### src/rtl/traffic_phase_controller.sv
// Intersection phase sequencer: NS/EW signal heads plus pedestrian walk,
// stepped by rising edges of the divided-clock tick and driven by latched demand.
module traffic_phase_controller #(
    parameter int unsigned GREEN_NS = 10,
    parameter int unsigned GREEN_EW = 8,
    parameter int unsigned YELLOW   = 3,
    parameter int unsigned ALL_RED  = 1,
    parameter int unsigned WALK     = 5
) (
    input  logic       CLK100MHZ,
    input  logic       reset,
    input  logic       tick_in,
    input  logic       ew_car,
    input  logic       ped_req,
    output logic [2:0] ns_light,
    output logic [2:0] ew_light,
    output logic       walk,
    output logic [4:0] time_left,
    output logic [2:0] phase
);

    typedef enum logic [2:0] {
        NS_G     = 3'd0,
        NS_Y     = 3'd1,
        RED1     = 3'd2,
        EW_G     = 3'd3,
        EW_Y     = 3'd4,
        RED2     = 3'd5,
        PED_WALK = 3'd6
    } state_t;

    localparam logic [4:0] D_GREEN_NS = 5'(GREEN_NS);
    localparam logic [4:0] D_GREEN_EW = 5'(GREEN_EW);
    localparam logic [4:0] D_YELLOW   = 5'(YELLOW);
    localparam logic [4:0] D_ALL_RED  = 5'(ALL_RED);
    localparam logic [4:0] D_WALK     = 5'(WALK);

    localparam logic [2:0] RED = 3'b100;
    localparam logic [2:0] YEL = 3'b010;
    localparam logic [2:0] GRN = 3'b001;

    state_t     state, state_next;
    logic [4:0] timer, timer_next;
    logic       tick_prev;
    logic       tick;
    logic       expire;
    logic       ew_pending, ped_pending;
    logic       enter_ew, enter_walk;

    assign tick   = tick_in & ~tick_prev;
    assign expire = tick && (timer <= 5'd1);

    // State register, tick edge detector and demand latches.
    always_ff @(posedge CLK100MHZ) begin
        if (!reset) begin
            state       <= RED2;
            timer       <= D_ALL_RED;
            tick_prev   <= 1'b1;
            ew_pending  <= 1'b0;
            ped_pending <= 1'b0;
        end else begin
            state       <= state_next;
            timer       <= timer_next;
            tick_prev   <= tick_in;
            // Clear on service entry wins over a simultaneous new request.
            ew_pending  <= enter_ew   ? 1'b0 : (ew_pending  | ew_car);
            ped_pending <= enter_walk ? 1'b0 : (ped_pending | ped_req);
        end
    end

    // Next-state and timer: phase changes only on the expiring tick,
    // with the next dwell loaded in the same cycle.
    always_comb begin
        state_next = state;
        timer_next = timer;
        if (tick && !expire) begin
            timer_next = timer - 5'd1;
        end
        case (state)
            NS_G: begin
                if (expire) begin
                    if (ew_pending || ped_pending) begin
                        state_next = NS_Y;
                        timer_next = D_YELLOW;
                    end else begin
                        timer_next = D_GREEN_NS;
                    end
                end
            end
            NS_Y: begin
                if (expire) begin
                    state_next = RED1;
                    timer_next = D_ALL_RED;
                end
            end
            RED1: begin
                if (expire) begin
                    if (ew_pending) begin
                        state_next = EW_G;
                        timer_next = D_GREEN_EW;
                    end else begin
                        state_next = RED2;
                        timer_next = D_ALL_RED;
                    end
                end
            end
            EW_G: begin
                if (expire) begin
                    state_next = EW_Y;
                    timer_next = D_YELLOW;
                end
            end
            EW_Y: begin
                if (expire) begin
                    state_next = RED2;
                    timer_next = D_ALL_RED;
                end
            end
            RED2: begin
                if (expire) begin
                    if (ped_pending) begin
                        state_next = PED_WALK;
                        timer_next = D_WALK;
                    end else begin
                        state_next = NS_G;
                        timer_next = D_GREEN_NS;
                    end
                end
            end
            PED_WALK: begin
                if (expire) begin
                    state_next = NS_G;
                    timer_next = D_GREEN_NS;
                end
            end
            default: begin
                state_next = RED2;
                timer_next = D_ALL_RED;
            end
        endcase
    end

    assign enter_ew   = (state_next == EW_G)     && (state != EW_G);
    assign enter_walk = (state_next == PED_WALK) && (state != PED_WALK);

    // Moore output decode; anything unrecognised shows all red.
    always_comb begin
        ns_light = RED;
        ew_light = RED;
        walk     = 1'b0;
        case (state)
            NS_G:     ns_light = GRN;
            NS_Y:     ns_light = YEL;
            EW_G:     ew_light = GRN;
            EW_Y:     ew_light = YEL;
            PED_WALK: walk     = 1'b1;
            default: begin
                ns_light = RED;
                ew_light = RED;
                walk     = 1'b0;
            end
        endcase
    end

    assign time_left = timer;
    assign phase     = state;

endmodule

### config.mk
export PLATFORM = sky130hd
export DESIGN_NAME = traffic_phase_controller
export DESIGN_NICKNAME = d
export VERILOG_FILES = /design/src/rtl/traffic_phase_controller.sv
export SDC_FILE = /design/constraint.sdc
export NUM_CORES = 1
export LEC_CHECK = 0
export ABC_AREA = 1
export CORE_ASPECT_RATIO = 1.75
export CORE_UTILIZATION = 24
export CTS_CLUSTER_SIZE = 20
export DETAILED_ROUTE_END_ITERATION = 7
export PLACE_DENSITY = 0.4
export REMOVE_ABC_BUFFERS = 1
export SYNTH_ARGS = -nofsm -noshare
export SYNTH_HDL_FRONTEND = slang
export SYNTH_SLANG_ARGS = --single-unit
### constraint.sdc
create_clock -name CLK100MHZ -period 2.9 [get_ports CLK100MHZ]
set_input_delay 0.435 -clock CLK100MHZ [delete_from_list [all_inputs] [get_ports CLK100MHZ]]
set_output_delay 0.435 -clock CLK100MHZ [all_outputs]
set_load 0.01 [all_outputs]
==> results of run 1 <==
power by group:
part           switching, uW  internal [uW]
logic                    269            202
registers               53.3            181
clock network           62.6           97.0
total                    385            481
registers in the layout, summed over array words and instances, names as in the netlist:
register and flops:
ew_pending 1, ped_pending 1, phase 3, tick_prev 1, time_left 5
worst max path at each step:
| stage | from | to |
|---|---|---|
| global route | phase[0] | ns_light[1] |
| finish | phase[1] | walk |
| CTS | phase[1] | walk |
| detailed placement | tick_in | ew_pending |
| global placement | tick_in | time_left[0] |
| floorplan | time_left[0] | time_left[3] |
stage by stage:
stage | hold WS, ps | util | worst slack, ps
2_1_floorplan | 504 | - | 1310
3_3_place_gp | 520 | 0.322 | 801
3_5_place_dp | 512 | 0.322 | 774
4_1_cts | 522 | 0.335 | 811
5_1_grt | 552 | 0.335 | 745
6_report | 519 | 0.335 | 822
Yosys cell counts, types with 3 or more instances:
library cell | count | area [um^2]
nor2_1 | 13 | 48.8
inv_1 | 19 | 71.3
nor2_2 | 5 | 31.3
o21ai_1 | 4 | 20.0
nand3_1 | 8 | 40.0
dfxtp_1 | 11 | 220
nand2_1 | 53 | 199
nand3_2 | 3 | 30.0
inv_2 | 8 | 30.0
worst register-to-register path, cell delays in order (launching register included):
cell	delay [ps]
dfxtp_1	440
ha_1	210
o21bai_1	130
nand3_2	300
inv_2	200
nand2_1	80
nand2_1	100
nand2_1	70
nor2_1	100
nor2_1	40
logic make-up (layout without fill, tap and decap cells):
family	count (synthesis)	after routing
simple gates	87	87
buf+inv	28	50
compound gates	15	15
flops	11	11
fa+ha+maj	2	2
xor+xnor	1	1
area by class of cell:
class,count,area (um^2)
clock buffer,4,45.0
fill,410,2280
inverter,27,101
multi-input combinational,105,537
sequential,11,220
tap,45,56.3
timing repair buffer,19,190
routing by layer:
metal  wire (um)  share of wire  GRT usage  vias up
li1            -              -          -      487
met1         995           0.40      0.150      403
met2        1320           0.53      0.277       28
met3          80          0.032     0.0220        9
met4         112          0.045     0.0971        0
met5           0              0          0        -
==> run_results.csv, run 1 <==
group,metric,value,unit
clock_network,htreeDepth,1,
layout,area_growth,32.2,%
logic_synthesis,synth_compound_area_frac,0.108,
layout,final_nets,174,
logic_synthesis,synth_flop_cell,"dfxtp_1",
logic_synthesis,synth_edf_count,0,
detailed_routing,avgRoutedWirePerCell,11.9,um
global_routing,overflow,0,
worst_setup_path,cp-start-kind,"flip-flop",
logic_synthesis,yosys.area_share.simple,0.471,
logic_synthesis,synth.area.mux_share,0,
floorplan,row_count,28,
pwr,peakVddDrop,330,uV
timing,setup_viol,0,
hold_path,whs_path_depth,2,
global_routing,grt_pass1_vias,937,
floorplan,die_y,81.6,um
logic_synthesis,yosys_warnings,0,
clock_network,cts_tree,"built",
place,place_area,1100,um^2
clock_network,cts_resized,0,
layout,diodes,0,
logic_synthesis,avgSynthCellArea,6.04,um^2
flow_run,cap_violations,0,
floorplan,dieArea,3880,um^2
place,port_buffers,19,
hold_path,hold-path-endpoint,"time_left[4]",
clock_network,cts_made_buffers,3,
global_routing,grt_usage,0.153,
timing,slew_headroom,0.769,
detailed_routing,drtAntennaViolNets,0,
clock_network,post_cts_buffers,0,
logic_synthesis,synth_fa_ha_area_frac,0.0288,
place,placed_cells,207,
layout,final_cell_area,1150,um^2
place,gp_congestion,0.851,
clock_network,cts_buffer_depth,2,
worst_setup_path,path_depth,5,
global_routing,grt_pass1_wl,4.17,mm
worst_setup_path,slowest_delay,550,ps
pwr,p_leak,0.000571,uW
timing,final_max_slew_viol_count,0,
detailed_routing,first_pass_iters,4,
worst_setup_path,worstSetupEndpointType,"output pin",
clock_network,clock_insertion_delay_worst_skew,240,ps
worst_setup_path,cp_max_fo,5,
timing,setup_tns,0,ps
logic_synthesis,ys_types,25,
worst_setup_path,cp_slowest_cell,"clkdlybuf4s50_1",
clock_network,cts_root_buf,"clkbuf_8",
layout,drive_gt1_frac,0.151,
hold_path,min_path_type,"reg -> reg",
floorplan,ios,20,
layout,stdcell_count,211,
floorplan,start_util,0.253,
detailed_routing,routed_wl,2.51,mm
pwr,p_per_area,752,nW/um^2
timing,fmax,0.481,GHz
timing,grt_setup_unrepaired,"no",
logic_synthesis,syn_inst,144,
global_routing,grt_antenna_before_repair,0,
worst_setup_path,r2r_cells,9,
worst_setup_path,reg2reg_slack,1120,ps
status,status,"complete, no violations",
pwr,total_power,865,uW
worst_setup_path,r2r-start,"time_left[0]",
clock_network,cts_hold_buf,0,
layout,layout_commonest_cell,"nand2_1",
worst_setup_path,crit_required,2470,ps
timing,finalHoldViolCount,0,
logic_synthesis,syn_area,870,um^2
logic_synthesis,synth_top_family_by_area,"simple AND/OR/NAND/NOR gates",
timing,period_share,0.717,
layout,final_cell_mix,"nand2_1, inv_1, clkdlybuf4s50_1",
detailed_routing,dr_total_vias,927,
worst_setup_path,critPathTopFamily,"buffers and inverters",
worst_setup_path,timing.critical_path.buf_inv,3,
worst_setup_path,crit_type,"reg -> out",
timing,tightest_slew,346,ps
detailed_routing,routed_via_density,4.39,
logic_synthesis,async_reset_ff_frac,0,
floorplan,core-area,3430,um^2
worst_setup_path,arrival,1640,ps
worst_setup_path,reg2reg_to,"time_left[3]",
timing,period_needed,2080,ps
detailed_routing,drt_iter0_markers,15,
detailed_routing,drc,0,
floorplan,die_w,47.5,um
timing,fin_skew,1.70,ps
hold_path,min-delay-start,"time_left[4]",
logic_synthesis,seq_area_frac_synth,0.253,
worst_setup_path,crit_chain,"nand2_1 > inv_1 > nand2_1 > inv_1 > clkdlybuf4s50_1",
clock_network,clock_sinks,11,
clock_network,clk_pin_slew_worst_paths,50,ps
place,dp_hpwl,2.05,mm
global_routing,grt_max_degree,12,
logic_synthesis,synth-seq-cells,11,
logic_synthesis,synth_xor_area_frac,0.0101,
No activity file was read; power rests on OpenSTA's default activity.
==> inputs of run 2 (changes only) <==
Clock period 2.9 ns to 2.06 ns, I/O delays scaled along.
==> run_results.csv, run 2 (synthesis results as in run 1) <==
group,metric,value,unit
worst_setup_path,slowest_delay,530,ps
pwr,p_per_area,1030,nW/um^2
timing,final_max_slew_viol_count,0,
worst_setup_path,crit_required,1750,ps
layout,diodes,0,
floorplan,die_w,47.5,um
timing,period_share,0.940,
pwr,power_frac_clock,0.180,
global_routing,use_met3,0.0264,
floorplan,core-area,3430,um^2
timing,hold_ws,537,ps
flow_run,cap_violations,0,
worst_setup_path,worstSetupEndpointType,"output pin",
status,status,"complete, no violations",
place,gp_congestion,0.886,
layout,fillCellCount,424,
layout,area_growth,34.8,%
timing,grt_setup_unrepaired,"no",
global_routing,overflow,0,
floorplan,ios,20,
pwr,intPower,681,uW
detailed_routing,routed_wl,2.49,mm
detailed_routing,dr_total_vias,935,
detailed_routing,drt_iter0_markers,10,
pwr,sw_frac_of_total,0.437,
clock_network,cts_made_buffers,3,
timing,tightest_slew,323,ps
clock_network,clock_sinks,11,
global_routing,grt_max_degree,9,
pwr,p_seq_frac,0.273,
pwr,p_sw,528,uW
clock_network,clk_pin_slew_worst_paths,50,ps
global_routing,use_met2,0.289,
layout,fin_util,0.341,
detailed_routing,drtAntennaViolNets,0,
layout,layout_commonest_cell,"nand2_1",
layout,largest_reg_flops,5,
floorplan,row_count,28,
timing,setup_tns,0,ps
floorplan,start_util,0.253,
clock_network,htreeDepth,1,
timing,slew_headroom,0.785,
layout,multi_input_area,537,um^2
pwr,peakVddDrop,368,uV
layout,drive_gt1_frac,0.166,
clock_network,cts_tree,"built",
pwr,combPwrFrac,0.547,
global_routing,grt_pass1_wl,4.13,mm
global_routing,grt_pass1_vias,916,
hold_path,min_path_type,"reg -> reg",
floorplan,dieArea,3880,um^2
detailed_routing,routed_via_density,4.37,
clock_network,clock_insertion_delay_worst_skew,240,ps
detailed_routing,drc,0,
global_routing,use_met1,0.144,
clock_network,cts_hold_buf,0,
timing,setup_viol,0,
timing,fmax,0.516,GHz
worst_setup_path,crit_type,"reg -> out",
worst_setup_path,arrival,1630,ps
clock_network,post_cts_buffers,0,
global_routing,grt_antenna_before_repair,0,
worst_setup_path,cp-start-kind,"flip-flop",
timing,finalHoldViolCount,0,
global_routing,grt_usage,0.154,
detailed_routing,avgRoutedWirePerCell,11.6,um
timing,period_needed,1940,ps
pwr,p_leak,0.000586,uW
clock_network,cts_buffer_depth,2,
worst_setup_path,cp_max_fo,5,
layout,final_cell_mix,"nand2_1, inv_1, clkdlybuf4s50_1",
detailed_routing,first_pass_iters,4,
place,port_buffers,19,
worst_setup_path,crit_chain,"nand2_1 > inv_1 > nand2_1 > inv_1 > clkdlybuf4s50_1",
place,dp_hpwl,2.09,mm
clock_network,cts_resized,0,
floorplan,die_y,81.6,um
layout,final_nets,177,
layout,ff_latch_area,220,um^2
clock_network,cts_root_buf,"clkbuf_8",
timing,fin_skew,4.99,ps
worst_setup_path,cp_slowest_cell,"clkdlybuf4s50_1",
global_routing,grt-busiest-layer,"met2",
run 2: cell types whose count changed in the layout (fill, tap and decap cells not counted):
cell / before / now
buf_4: 0 / 3
run 2: final timing paths:
check,start,end,slack (ps),depth (start not counted)
min,time_left[4],time_left[4],540,2
min reg2reg,time_left[4],time_left[4],540,2
max reg2reg,time_left[1],ped_pending,360,8
max,phase[1],walk,120,5
run 2: final cells by class:
cell class              count  share of cell area
flip-flops and latches     11               0.188
clock buffers               4              0.0384
well taps                  45              0.0480
repair buffers             22               0.181
inverters                  27              0.0864
multi-input cells         105               0.458
run 2: power groups by stage:
stage	registers, uW	clock network, uW	logic [uW]
after floorplan	334	0	419
after global placement	337	0	674
after detailed placement	336	0	661
after CTS	332	225	668
after global routing	340	234	748
final	330	218	661
run 2: stage by stage:
stage                     setup WS (ps)  power [uW]  instance area, um^2  cells
after floorplan                     470         753                  858    143
after global placement              249        1010                 1130    210
after detailed placement            215         997                 1130    210
after CTS                           104        1230                 1170    214
after global routing               34.3        1320                 1170    214
final                               124        1210                 1170    214
run 2: routing by layer:
metal  up-vias  routed length, um  part of all wire
met5         -                  0                 0
met4         0                 70             0.028
met3         4                 92             0.037
met2        21               1370              0.55
met1       415                953              0.38
li1        495                  -                 -
run 2: critical path: cells and delay by family, from the launching register on:
kind	cells	cell delay, ps
buffers and inverters	3	740
DFF	1	440
and+or+nand+nor	2	200
